<file path="src/rtl/cpu7_ifu_fetch_ctl_if.sv">
// ICU fetch handshake bundle.
//   ifu_icu_req_ic1        IFU -> ICU  fetch request
//   ifu_icu_addr_ic1[31:0] IFU -> ICU  8-byte-aligned line address
//   icu_ifu_ack_ic1        ICU -> IFU  request accepted
//   icu_ifu_data_valid_ic2 ICU -> IFU  line returned
interface cpu7_ifu_fetch_ctl_if;
  logic        ifu_icu_req_ic1;
  logic [31:0] ifu_icu_addr_ic1;
  logic        icu_ifu_ack_ic1;
  logic        icu_ifu_data_valid_ic2;

  modport master (
    output ifu_icu_req_ic1, ifu_icu_addr_ic1,
    input  icu_ifu_ack_ic1, icu_ifu_data_valid_ic2
  );

  modport slave (
    input  ifu_icu_req_ic1, ifu_icu_addr_ic1,
    output icu_ifu_ack_ic1, icu_ifu_data_valid_ic2
  );
endinterface

</file>
<file path="src/rtl/cpu7_ifu_fetch_ctl.sv">
// IFU fetch sequencer: owns fetch_addr and pc_f, issues one 64-bit line
// request at a time to the ICU, filters returned data into the instruction
// queue and handles branch redirects (queue flush + stale response drop).
//
// Ports:
//   clk, resetn            clock, async active-low reset
//   exu_ifu_br_taken       redirect pulse; exu_ifu_br_target = new PC
//   exu_ifu_stall_req      blocks pc_f advance
//   iq_not_empty           queue holds a valid line
//   fetch_ahead            queue permits the next line request
//   icu (master)           ICU req/addr/ack/data_valid handshake
//   ifu_iq_data_valid      filtered data-valid into the queue
//   flush_iq               queue flush (same cycle as redirect)
//   pc_f                   PC of the instruction currently presented
//
// Optional: define CPU7_IFU_FETCH_PERF_EN to add perf_fetch_cnt and
// perf_drop_cnt counters/outputs.
module cpu7_ifu_fetch_ctl #(
  parameter logic [31:0] RESET_PC = 32'h1c000000
) (
  input  logic        clk,
  input  logic        resetn,
  input  logic        exu_ifu_br_taken,
  input  logic [31:0] exu_ifu_br_target,
  input  logic        exu_ifu_stall_req,
  input  logic        iq_not_empty,
  input  logic        fetch_ahead,
  cpu7_ifu_fetch_ctl_if.master icu,
  output logic        ifu_iq_data_valid,
  output logic        flush_iq,
`ifdef CPU7_IFU_FETCH_PERF_EN
  output logic [31:0] perf_fetch_cnt,
  output logic [31:0] perf_drop_cnt,
`endif
  output logic [31:0] pc_f
);

  typedef enum logic [1:0] {BOOT, REQ, WAIT, HOLD} state_t;

  state_t      state;
  logic        req;
  logic        drop;
  logic [31:0] fetch_addr;

  logic        br;
  logic        dv;
  logic        ack;
  logic [31:0] br_line;
  logic [31:0] br_pc;

  assign br      = exu_ifu_br_taken;
  assign dv      = icu.icu_ifu_data_valid_ic2;
  assign ack     = icu.icu_ifu_ack_ic1;
  assign br_line = {exu_ifu_br_target[31:3], 3'b000};
  assign br_pc   = {exu_ifu_br_target[31:2], 2'b00};

  assign icu.ifu_icu_req_ic1  = req;
  assign icu.ifu_icu_addr_ic1 = fetch_addr;

  // Response is only meaningful while a request is outstanding; a response
  // landing in BOOT/REQ (e.g. left over from before a reset) is ignored.
  assign ifu_iq_data_valid = dv & (state == WAIT) & ~drop & ~br;
  assign flush_iq          = br;

  always_ff @(posedge clk or negedge resetn) begin
    if (!resetn) begin
      state      <= BOOT;
      req        <= 1'b0;
      drop       <= 1'b0;
      fetch_addr <= {RESET_PC[31:3], 3'b000};
      pc_f       <= RESET_PC;
    end else begin
      // pc_f: redirect wins over sequential advance
      if (br)
        pc_f <= br_pc;
      else if (iq_not_empty && !exu_ifu_stall_req)
        pc_f <= pc_f + 32'd4;

      if (br)
        fetch_addr <= br_line;

      case (state)
        BOOT: begin
          state <= REQ;
          req   <= 1'b1;
        end
        REQ: begin
          if (ack) begin
            state <= WAIT;
            req   <= 1'b0;
            // redirect on the accept cycle: the response now in flight is stale
            if (br) drop <= 1'b1;
          end
        end
        WAIT: begin
          if (dv) begin
            // Response closes the outstanding request; whether it was stale
            // or killed by a same-cycle redirect, nothing remains in flight.
            if (drop || br) begin
              drop  <= 1'b0;
              state <= REQ;
              req   <= 1'b1;
            end else begin
              fetch_addr <= fetch_addr + 32'd8;
              state      <= HOLD;
            end
          end else if (br) begin
            drop <= 1'b1;
          end
        end
        HOLD: begin
          if (br || fetch_ahead || !iq_not_empty) begin
            state <= REQ;
            req   <= 1'b1;
          end
        end
        default: begin
          state <= BOOT;
          req   <= 1'b0;
        end
      endcase
    end
  end

`ifdef CPU7_IFU_FETCH_PERF_EN
  always_ff @(posedge clk or negedge resetn) begin
    if (!resetn) begin
      perf_fetch_cnt <= 32'd0;
      perf_drop_cnt  <= 32'd0;
    end else begin
      if (req && ack)
        perf_fetch_cnt <= perf_fetch_cnt + 32'd1;
      if (dv && (state == WAIT) && (drop || br))
        perf_drop_cnt <= perf_drop_cnt + 32'd1;
    end
  end
`endif

endmodule

</file>
<file path="src/flat_wrapper.sv">
// flat-port wrapper written by rule: the top's interface ports become plain ports
module cpu7_ifu_fetch_ctl_flat 
#(
  parameter logic [31:0] RESET_PC = 32'h1c000000
)
  (clk, resetn, exu_ifu_br_taken, exu_ifu_br_target, exu_ifu_stall_req, iq_not_empty, fetch_ahead, ifu_iq_data_valid, flush_iq, pc_f, icu_ifu_icu_req_ic1, icu_ifu_icu_addr_ic1, icu_icu_ifu_ack_ic1, icu_icu_ifu_data_valid_ic2);
  cpu7_ifu_fetch_ctl_if icu_i ();
  input  logic clk;
  input  logic resetn;
  input  logic exu_ifu_br_taken;
  input  logic [31:0] exu_ifu_br_target;
  input  logic exu_ifu_stall_req;
  input  logic iq_not_empty;
  input  logic fetch_ahead;
  output logic ifu_iq_data_valid;
  output logic flush_iq;
  output logic [31:0] pc_f;
  output wire logic [$bits(icu_i.ifu_icu_req_ic1)-1:0] icu_ifu_icu_req_ic1;
  output wire logic [$bits(icu_i.ifu_icu_addr_ic1)-1:0] icu_ifu_icu_addr_ic1;
  input wire logic [$bits(icu_i.icu_ifu_ack_ic1)-1:0] icu_icu_ifu_ack_ic1;
  input wire logic [$bits(icu_i.icu_ifu_data_valid_ic2)-1:0] icu_icu_ifu_data_valid_ic2;
  assign icu_ifu_icu_req_ic1 = icu_i.ifu_icu_req_ic1;
  assign icu_ifu_icu_addr_ic1 = icu_i.ifu_icu_addr_ic1;
  assign icu_i.icu_ifu_ack_ic1 = icu_icu_ifu_ack_ic1;
  assign icu_i.icu_ifu_data_valid_ic2 = icu_icu_ifu_data_valid_ic2;
  cpu7_ifu_fetch_ctl #(.RESET_PC(RESET_PC)) u_core (.clk(clk), .resetn(resetn), .exu_ifu_br_taken(exu_ifu_br_taken), .exu_ifu_br_target(exu_ifu_br_target), .exu_ifu_stall_req(exu_ifu_stall_req), .iq_not_empty(iq_not_empty), .fetch_ahead(fetch_ahead), .icu(icu_i), .ifu_iq_data_valid(ifu_iq_data_valid), .flush_iq(flush_iq), .pc_f(pc_f));
endmodule
</file>
<file path="config.mk">
export PLATFORM = sky130hd
export DESIGN_NAME = cpu7_ifu_fetch_ctl_flat
export DESIGN_NICKNAME = d
export VERILOG_FILES = /design/src/rtl/cpu7_ifu_fetch_ctl_if.sv /design/src/rtl/cpu7_ifu_fetch_ctl.sv /design/src/flat_wrapper.sv
export SDC_FILE = /design/constraint.sdc
export NUM_CORES = 1
export LEC_CHECK = 0
export ABC_AREA = 1
export CAP_MARGIN = 20
export CORE_ASPECT_RATIO = 1.25
export CORE_UTILIZATION = 56
export CTS_CLUSTER_SIZE = 40
export DETAILED_ROUTE_END_ITERATION = 7
export PLACE_DENSITY_LB_ADDON = 0.12
export SYNTH_ARGS = -nofsm -noshare
export SYNTH_HDL_FRONTEND = slang
export SYNTH_SLANG_ARGS = --single-unit
</file>
<file path="constraint.sdc">
create_clock -name clk -period 2.4 [get_ports clk]
set_clock_uncertainty 0.05 [all_clocks]
set_input_delay 0.36 -clock clk [delete_from_list [all_inputs] [get_ports clk]]
set_output_delay 0.36 -clock clk [all_outputs]
set_load 0.01 [all_outputs]
</file>
==> results of run 1 <==
[tightest hold or removal path, stage by stage]
cell and delay, ns:
buf_2 0.14, nor2_2 0.06, inv_2 0.07, o21ai_0 0.08, nor2_1 0.08
[cell families (layout without fill, tap and decap cells)]
| family | count (synthesis) | count (layout) | synth area share |
|---|---|---|---|
| buffers and inverters | 100 | 209 | 0.0868 |
| AO/OA/AOI/OAI | 83 | 83 | 0.102 |
| XOR/XNOR | 17 | 17 | 0.0310 |
| AND/OR/NAND/NOR | 456 | 456 | 0.418 |
| adder cells (fa/ha/maj) | 6 | 6 | 0.0156 |
| other | 1 | 2 | 0.000781 |
| flip-flops | 66 | 66 | 0.346 |
[report_power, final]
part	internal (uW)	switching [uW]
combinational	545	630
clock	399	445
sequential	1290	252
[layout make-up]
type                            count  area [sq um]  share of cell area
Clock buffer                       13           149              0.0245
Clock inverter                      3          15.0             0.00247
Inverter                           81           304              0.0500
Multi-Input combinational cell    564          2730               0.449
Sequential cell                    66          1660               0.273
Tap cell                           97           121              0.0200
Timing Repair Buffer              112          1100               0.181
[per-layer routing]
layer,vias up,global-route usage,part of all wire
met5,-,0,0
met4,0,0.228,0.061
met3,66,0.0658,0.069
met2,257,0.626,0.49
met1,2430,0.426,0.38
li1,2523,-,-
[placed cells by master, fill, tap and decap left out, types with 2 or more instances in the layout]
cell / count
clkinv_1: 2
nand4_1: 5
dfstp_2: 6
nor2_2: 18
ha_1: 5
nand3_1: 55
o211ai_1: 7
clkinv_2: 3
a21oi_2: 2
o21ai_0: 27
o221ai_1: 2
nand3_2: 2
clkbuf_8: 10
buf_2: 2
a31oi_1: 11
conb_1: 2
o21ai_1: 5
nor3_2: 4
nand3b_1: 2
xor2_1: 14
clkbuf_1: 3
clkdlybuf4s50_1: 99
nand2_2: 6
inv_2: 7
a21oi_1: 21
xnor2_1: 3
dfrtp_1: 59
o21bai_1: 2
nor2_1: 72
inv_1: 72
o21a_1: 2
buf_4: 8
nor3_1: 10
nor2_4: 6
nand2_1: 271
[stage by stage]
step,cells,utilization,setup WS [ns]
final,936,0.734,0.407
after global routing,936,0.734,0.275
after CTS,936,0.734,0.0379
after detailed placement,919,0.712,0.294
after global placement,919,0.712,0.317
after floorplan,730,-,0.781
[flip-flops by register name, summed over array words and instances (netlist names)]
name,flops
u_core.icu.ifu_icu_addr_ic1,32
u_core.drop,1
u_core.state,2
u_core.pc_f,30
u_core.icu.ifu_icu_req_ic1,1
[path summary, 6_finish.rpt]
check                                                from                               to  slack [ns]  cells past startpoint
max reg2reg                                u_core.pc_f[2]                  u_core.pc_f[24]        0.41                      9
min                                      exu_ifu_br_taken                      u_core.drop        0.42                      5
min in group asynchronous                          resetn                   u_core.pc_f[9]        0.45                      2
min reg2reg                u_core.icu.ifu_icu_addr_ic1[1]   u_core.icu.ifu_icu_addr_ic1[1]        0.45                      2
max in group asynchronous                          resetn  u_core.icu.ifu_icu_addr_ic1[26]        1.15                      3
max                                        u_core.pc_f[2]                  u_core.pc_f[24]        0.41                      9
[what timing repair did]
action | CTS | global route
pin swaps | 0 | 0
hold buffers | 1 | 0
buffers inserted | 0 | 0
hold endpoints to repair | 16 | 0
setup endpoints to repair | 1 | 1
gates resized for setup | 1 | 2
==> results.sh, run 1 <==
export IMPL_status="finished, violations left"
export IMPL_violations="design-rule violations"
export IMPL_root_buffer="clkbuf_8"
export IMPL_cts_buffer_depth=2
export IMPL_gp_congestion=0.979
export IMPL_track_usage=0.367
export IMPL_ys_warn_count=0
export IMPL_clkSinkCount=66
export IMPL_die_area_sq_um=8950
export IMPL_worst_pin_slew_ns=0.503
export IMPL_drive_gt1_frac=0.0989
export IMPL_start_util=0.579
export IMPL_ys_seq_elements=66
export IMPL_fin_crit_sh=0.830
export IMPL_path_clk_slew_ns=0.08
export IMPL_cpMaxStageDelayCell="dfrtp_1"
export IMPL_synthCells=729
export IMPL_stdcell_area_sq_um=6080
export IMPL_antenna_found_initial=0
export IMPL_n_antenna_cell=0
export IMPL_critPathMostFrequentCell="nand2_1"
export IMPL_dr_pass1_iters=7
export IMPL_nNetsFinal=880
export IMPL_ios=107
export IMPL_drt_wl_total_um=15400
export IMPL_yosysTopAreaCellShare=0.313
export IMPL_finalPower_uw=3560
export IMPL_h_tree_depth=3
export IMPL_first_global_vias=5163
export IMPL_grt_pass1_wl_um=25100
export IMPL_cp_max_fo=8
export IMPL_die_x_um=84.8
export IMPL_synth_cell_type_count=43
export IMPL_finalCriticalPeriod_ns=1.99
export IMPL_critical_path_top_delay_family="simple AND/OR/NAND/NOR gates"
export IMPL_final_max_slew_viol_count=0
export IMPL_cts_made_buffers=9
export IMPL_maxClockFrequency_mhz=502
export IMPL_rsz0062_at_grt="no"
export IMPL_p_leak_uw=0.00276
export IMPL_tritoncts="yes"
export IMPL_powerDensity_nw_per_um2=585
export IMPL_async_flop_share=1.00
export IMPL_core_sq_um=8290
export IMPL_timing_setup_tns_ns=0
export IMPL_cap_violations=0
export IMPL_drc_errors=4
export IMPL_relSlewSlack=0.665
export IMPL_synth_top_cells_by_area="dfrtp_1 (31%), nand2_1 (21%), nand3_1 (5.7%), inv_1 (5.6%), nor2_1 (5.6%)"
export IMPL_grt_max_degree=48
export IMPL_hold_path_class="in2reg"
export IMPL_dpl_cell_area_sq_um=5900
export IMPL_via_count=5276
export IMPL_wl_per_cell_um=16.5
export IMPL_ir_worst_vdd_uv=517
export IMPL_startpoint_type="register"
export IMPL_dp_hpwl_um=11800
export IMPL_crit_chain="ha_1, nand2_1, nor2_4, inv_1, nor2_1, nand2_1, xor2_1, nand2_1, nand2_1"
export IMPL_critPathArrivalTime_ns=2.20
export IMPL_synth_flop_cell="dfrtp_1"
export IMPL_synth_area_per_cell_sq_um=6.58
export IMPL_dieHeight_um=106
export IMPL_grt_ovfl_total=0
export IMPL_cp_required_ns=2.60
export IMPL_netlist_top_cells_count="nand2_1 (271), inv_1 (72), nor2_1 (72)"
export IMPL_finalSetupViolations=0
export IMPL_fillCellCount=711
export IMPL_hold_violations=0
export IMPL_yosysMostFrequentCell="nand2_1"
export IMPL_worstSetupEndpointType="register"
export IMPL_std_cell_rows=37
export IMPL_syn_to_final_growth_pct=26.7
export IMPL_holdWs_ns=0.424
export IMPL_yosysTopAreaCell="dfrtp_1"
export IMPL_slowest_delay_ns=0.51
export IMPL_yosysSeqAreaShare=0.346
export IMPL_io_buffers=102
export IMPL_clk_latency_ns=0.36
export IMPL_netlist_area_sq_um=4800
export IMPL_drt_iter0_drc=401
export IMPL_antenna_left=0
export IMPL_crit_buf_inv=1
export IMPL_detail_route_vias_per_cell=5.64
export IMPL_synth_edf_count=0
export IMPL_critPathKind="reg2reg"
(Power assumes the default switching activity.)
==> run 2: changes to the inputs <==
--- a/config.mk
+++ b/config.mk
@@ -8,7 +8,7 @@
 export ABC_AREA = 1
 export CAP_MARGIN = 20
 export CORE_ASPECT_RATIO = 1.25
-export CORE_UTILIZATION = 56
+export CORE_UTILIZATION = 47
 export CTS_CLUSTER_SIZE = 40
 export DETAILED_ROUTE_END_ITERATION = 7
 export PLACE_DENSITY_LB_ADDON = 0.12
==> constraint.sdc (replaced) <==
create_clock -name clk -period 1.6 [get_ports clk]
set_clock_uncertainty 0.05 [all_clocks]
set_input_delay 0.24 -clock clk [delete_from_list [all_inputs] [get_ports clk]]
set_output_delay 0.24 -clock clk [all_outputs]
set_load 0.01 [all_outputs]
==> run 2 against run 1 <==
Net effect:
- combinational power up 120%
- clock power rose to 2.8 times the previous value
- global-route usage down 2.2 points
- highest routed layer unchanged
- first-iteration DRC count down 12%
- the run ends with negative setup slack left
- final cell count up 15%
==> results.sh, run 2 (same netlist as run 1, synthesis figures left out) <==
export IMPL_dieHeight_um=115
export IMPL_seq_area_sq_um=1670
export IMPL_critPathArrivalTime_ns=1.91
export IMPL_final_common_cell="nand2_1"
export IMPL_first_global_vias=5529
export IMPL_hold_path_class="in2async"
export IMPL_cap_violations=0
export IMPL_p_comb_frac=0.361
export IMPL_multiInputGateArea_sq_um=3080
export IMPL_finalSetupViolations=15
export IMPL_ios=107
export IMPL_fin_ws_ns=-0.113
export IMPL_dp_cells=1000
export IMPL_drive_gt1_frac=0.303
export IMPL_std_cell_rows=40
export IMPL_via_count=5966
export IMPL_clkSinkCount=66
export IMPL_rsz0062_at_grt="yes"
export IMPL_cp_required_ns=1.80
export IMPL_antenna_found_initial=0
export IMPL_wl_per_cell_um=18.1
export IMPL_h_tree_depth=3
export IMPL_cpMaxStageDelayCell="dfrtp_1"
export IMPL_startpoint_type="register"
export IMPL_gp_congestion=0.955
export IMPL_antenna_left=0
export IMPL_die_area_sq_um=10600
export IMPL_ir_worst_vdd_uv=915
export IMPL_die_x_um=92.4
export IMPL_start_util=0.492
export IMPL_nNetsFinal=990
export IMPL_timing_setup_tns_ns=-0.644
export IMPL_power_frac_seq=0.310
export IMPL_dp_slack_ns=-0.267
export IMPL_hold_violations=0
export IMPL_cts_made_buffers=9
export IMPL_clk_latency_ns=0.34
export IMPL_syn_to_final_growth_pct=58.4
export IMPL_largest_reg_flops=32
export IMPL_p_leak_uw=0.00362
export IMPL_final_cells=1075
export IMPL_violations="negative setup slack"
export IMPL_stdcell_area_sq_um=7600
export IMPL_dpl_cell_area_sq_um=6380
export IMPL_cts_buffer_depth=2
export IMPL_crit_buf_inv=5
export IMPL_dp_hpwl_um=13300
export IMPL_fin_crit_sh=1.07
export IMPL_final_cell_mix="nand2_1 (249), buf_4 (103), inv_1 (66)"
export IMPL_detail_route_vias_per_cell=5.55
export IMPL_grt_pass1_wl_um=27600
export IMPL_drt_wl_total_um=19400
export IMPL_finalPower_uw=7090
export IMPL_fillCellCount=740
export IMPL_n_antenna_cell=0
export IMPL_clkPwrFrac=0.329
export IMPL_status="finished, violations left"
export IMPL_critPathKind="reg2reg"
export IMPL_maxClockFrequency_mhz=584
export IMPL_p_sw_frac=0.346
export IMPL_critical_path_top_delay_family="buffers and inverters"
export IMPL_drt_iter0_drc=353
export IMPL_io_buffers=102
export IMPL_root_buffer="clkbuf_16"
export IMPL_p_int_uw=4630
export IMPL_dr_pass1_iters=5
export IMPL_tritoncts="yes"
export IMPL_finalCriticalPeriod_ns=1.71
export IMPL_core_sq_um=9760
export IMPL_path_clk_slew_ns=0.06
export IMPL_grt_max_degree=56
export IMPL_worstSetupEndpointType="register"
export IMPL_slowest_delay_ns=0.37
export IMPL_cp_max_fo=8
export IMPL_crit_chain="inv_1, ha_2, nand2_2, nor2_4, buf_8, inv_8, buf_12, buf_4, a31oi_1"
export IMPL_final_max_slew_viol_count=0
export IMPL_track_usage=0.346
export IMPL_grt_ovfl_total=0
export IMPL_powerDensity_nw_per_um2=932
export IMPL_power_net_switching_uw=2450
export IMPL_drc_errors=0
[run 2: cell types whose count changed in the layout (fill, tap and decap cells not counted), moves of 9 or more]
cell,change
buf_4,+95
clkdlybuf4s50_1,-47
dlygate4sd2_1,+39
nor2_1,-29
nand2_1,-22
nor2_2,+20
nand2_2,+15
clkbuf_16,+11
clkbuf_8,-10
dfrtp_1,-10
dfrtp_2,+10
nor2_4,+9
[run 2: layer usage]
layer / GRT usage / up-vias / routed length (um)
met3: 0.0423 / 102 / 1390
met5: 0 / - / 0
li1: - / 2745 / -
met1: 0.398 / 2794 / 7000
met2: 0.613 / 325 / 9640
met4: 0.205 / 0 / 1410
[run 2: area by class of cell]
class	instances	share of cell area
well taps	126	0.0207
clock buffers	9	0.0296
clock inverters	7	0.0155
inverters	81	0.0415
flip-flops and latches	66	0.220
multi-input cells	564	0.405
repair buffers	222	0.268
[run 2: final timing paths]
check                                          startpoint                         endpoint  slack (ns)  cells after the start
max                                       u_core.state[0]   u_core.icu.ifu_icu_addr_ic1[4]       -0.11                      9
min                                                resetn                   u_core.pc_f[8]        0.27                      2
max reg2reg                               u_core.state[0]   u_core.icu.ifu_icu_addr_ic1[4]       -0.11                      9
min reg2reg                u_core.icu.ifu_icu_addr_ic1[0]   u_core.icu.ifu_icu_addr_ic1[0]        0.45                      2
max in group asynchronous                          resetn  u_core.icu.ifu_icu_addr_ic1[26]        0.55                      3
min in group clk                         exu_ifu_br_taken                      u_core.drop        0.32                      5
[run 2: timing repair]
| item | 4_1_cts | 5_1_grt |
|---|---|---|
| resized for setup | 65 | 116 |
| pin swaps | 3 | 31 |
| hold buffers | 1 | 0 |
| setup endpoints to repair | 84 | 52 |
| setup buffers | 35 | 22 |
| cloned | 0 | 2 |
| endpoints found under the hold margin | 10 | 0 |
[run 2: metrics by stage]
| stage | hold WS, ns | utilization |
|---|---|---|
| 2_1_floorplan | -0.106 | - |
| 3_3_place_gp | 0.103 | 0.654 |
| 3_5_place_dp | 0.104 | 0.654 |
| 4_1_cts | 0.275 | 0.717 |
| 5_1_grt | 0.300 | 0.779 |
| 6_report | 0.274 | 0.779 |
[run 2: power by group through the flow]
| stage | combinational [uW] | clock [uW] | sequential, uW |
|---|---|---|---|
| 2_1_floorplan | 876 | 0 | 2330 |
| 6_report | 2560 | 2330 | 2200 |
| 3_3_place_gp | 2040 | 0 | 2230 |
| 3_5_place_dp | 2080 | 0 | 2250 |
| 5_1_grt | 2760 | 2420 | 2220 |
| 4_1_cts | 2240 | 2340 | 2170 |
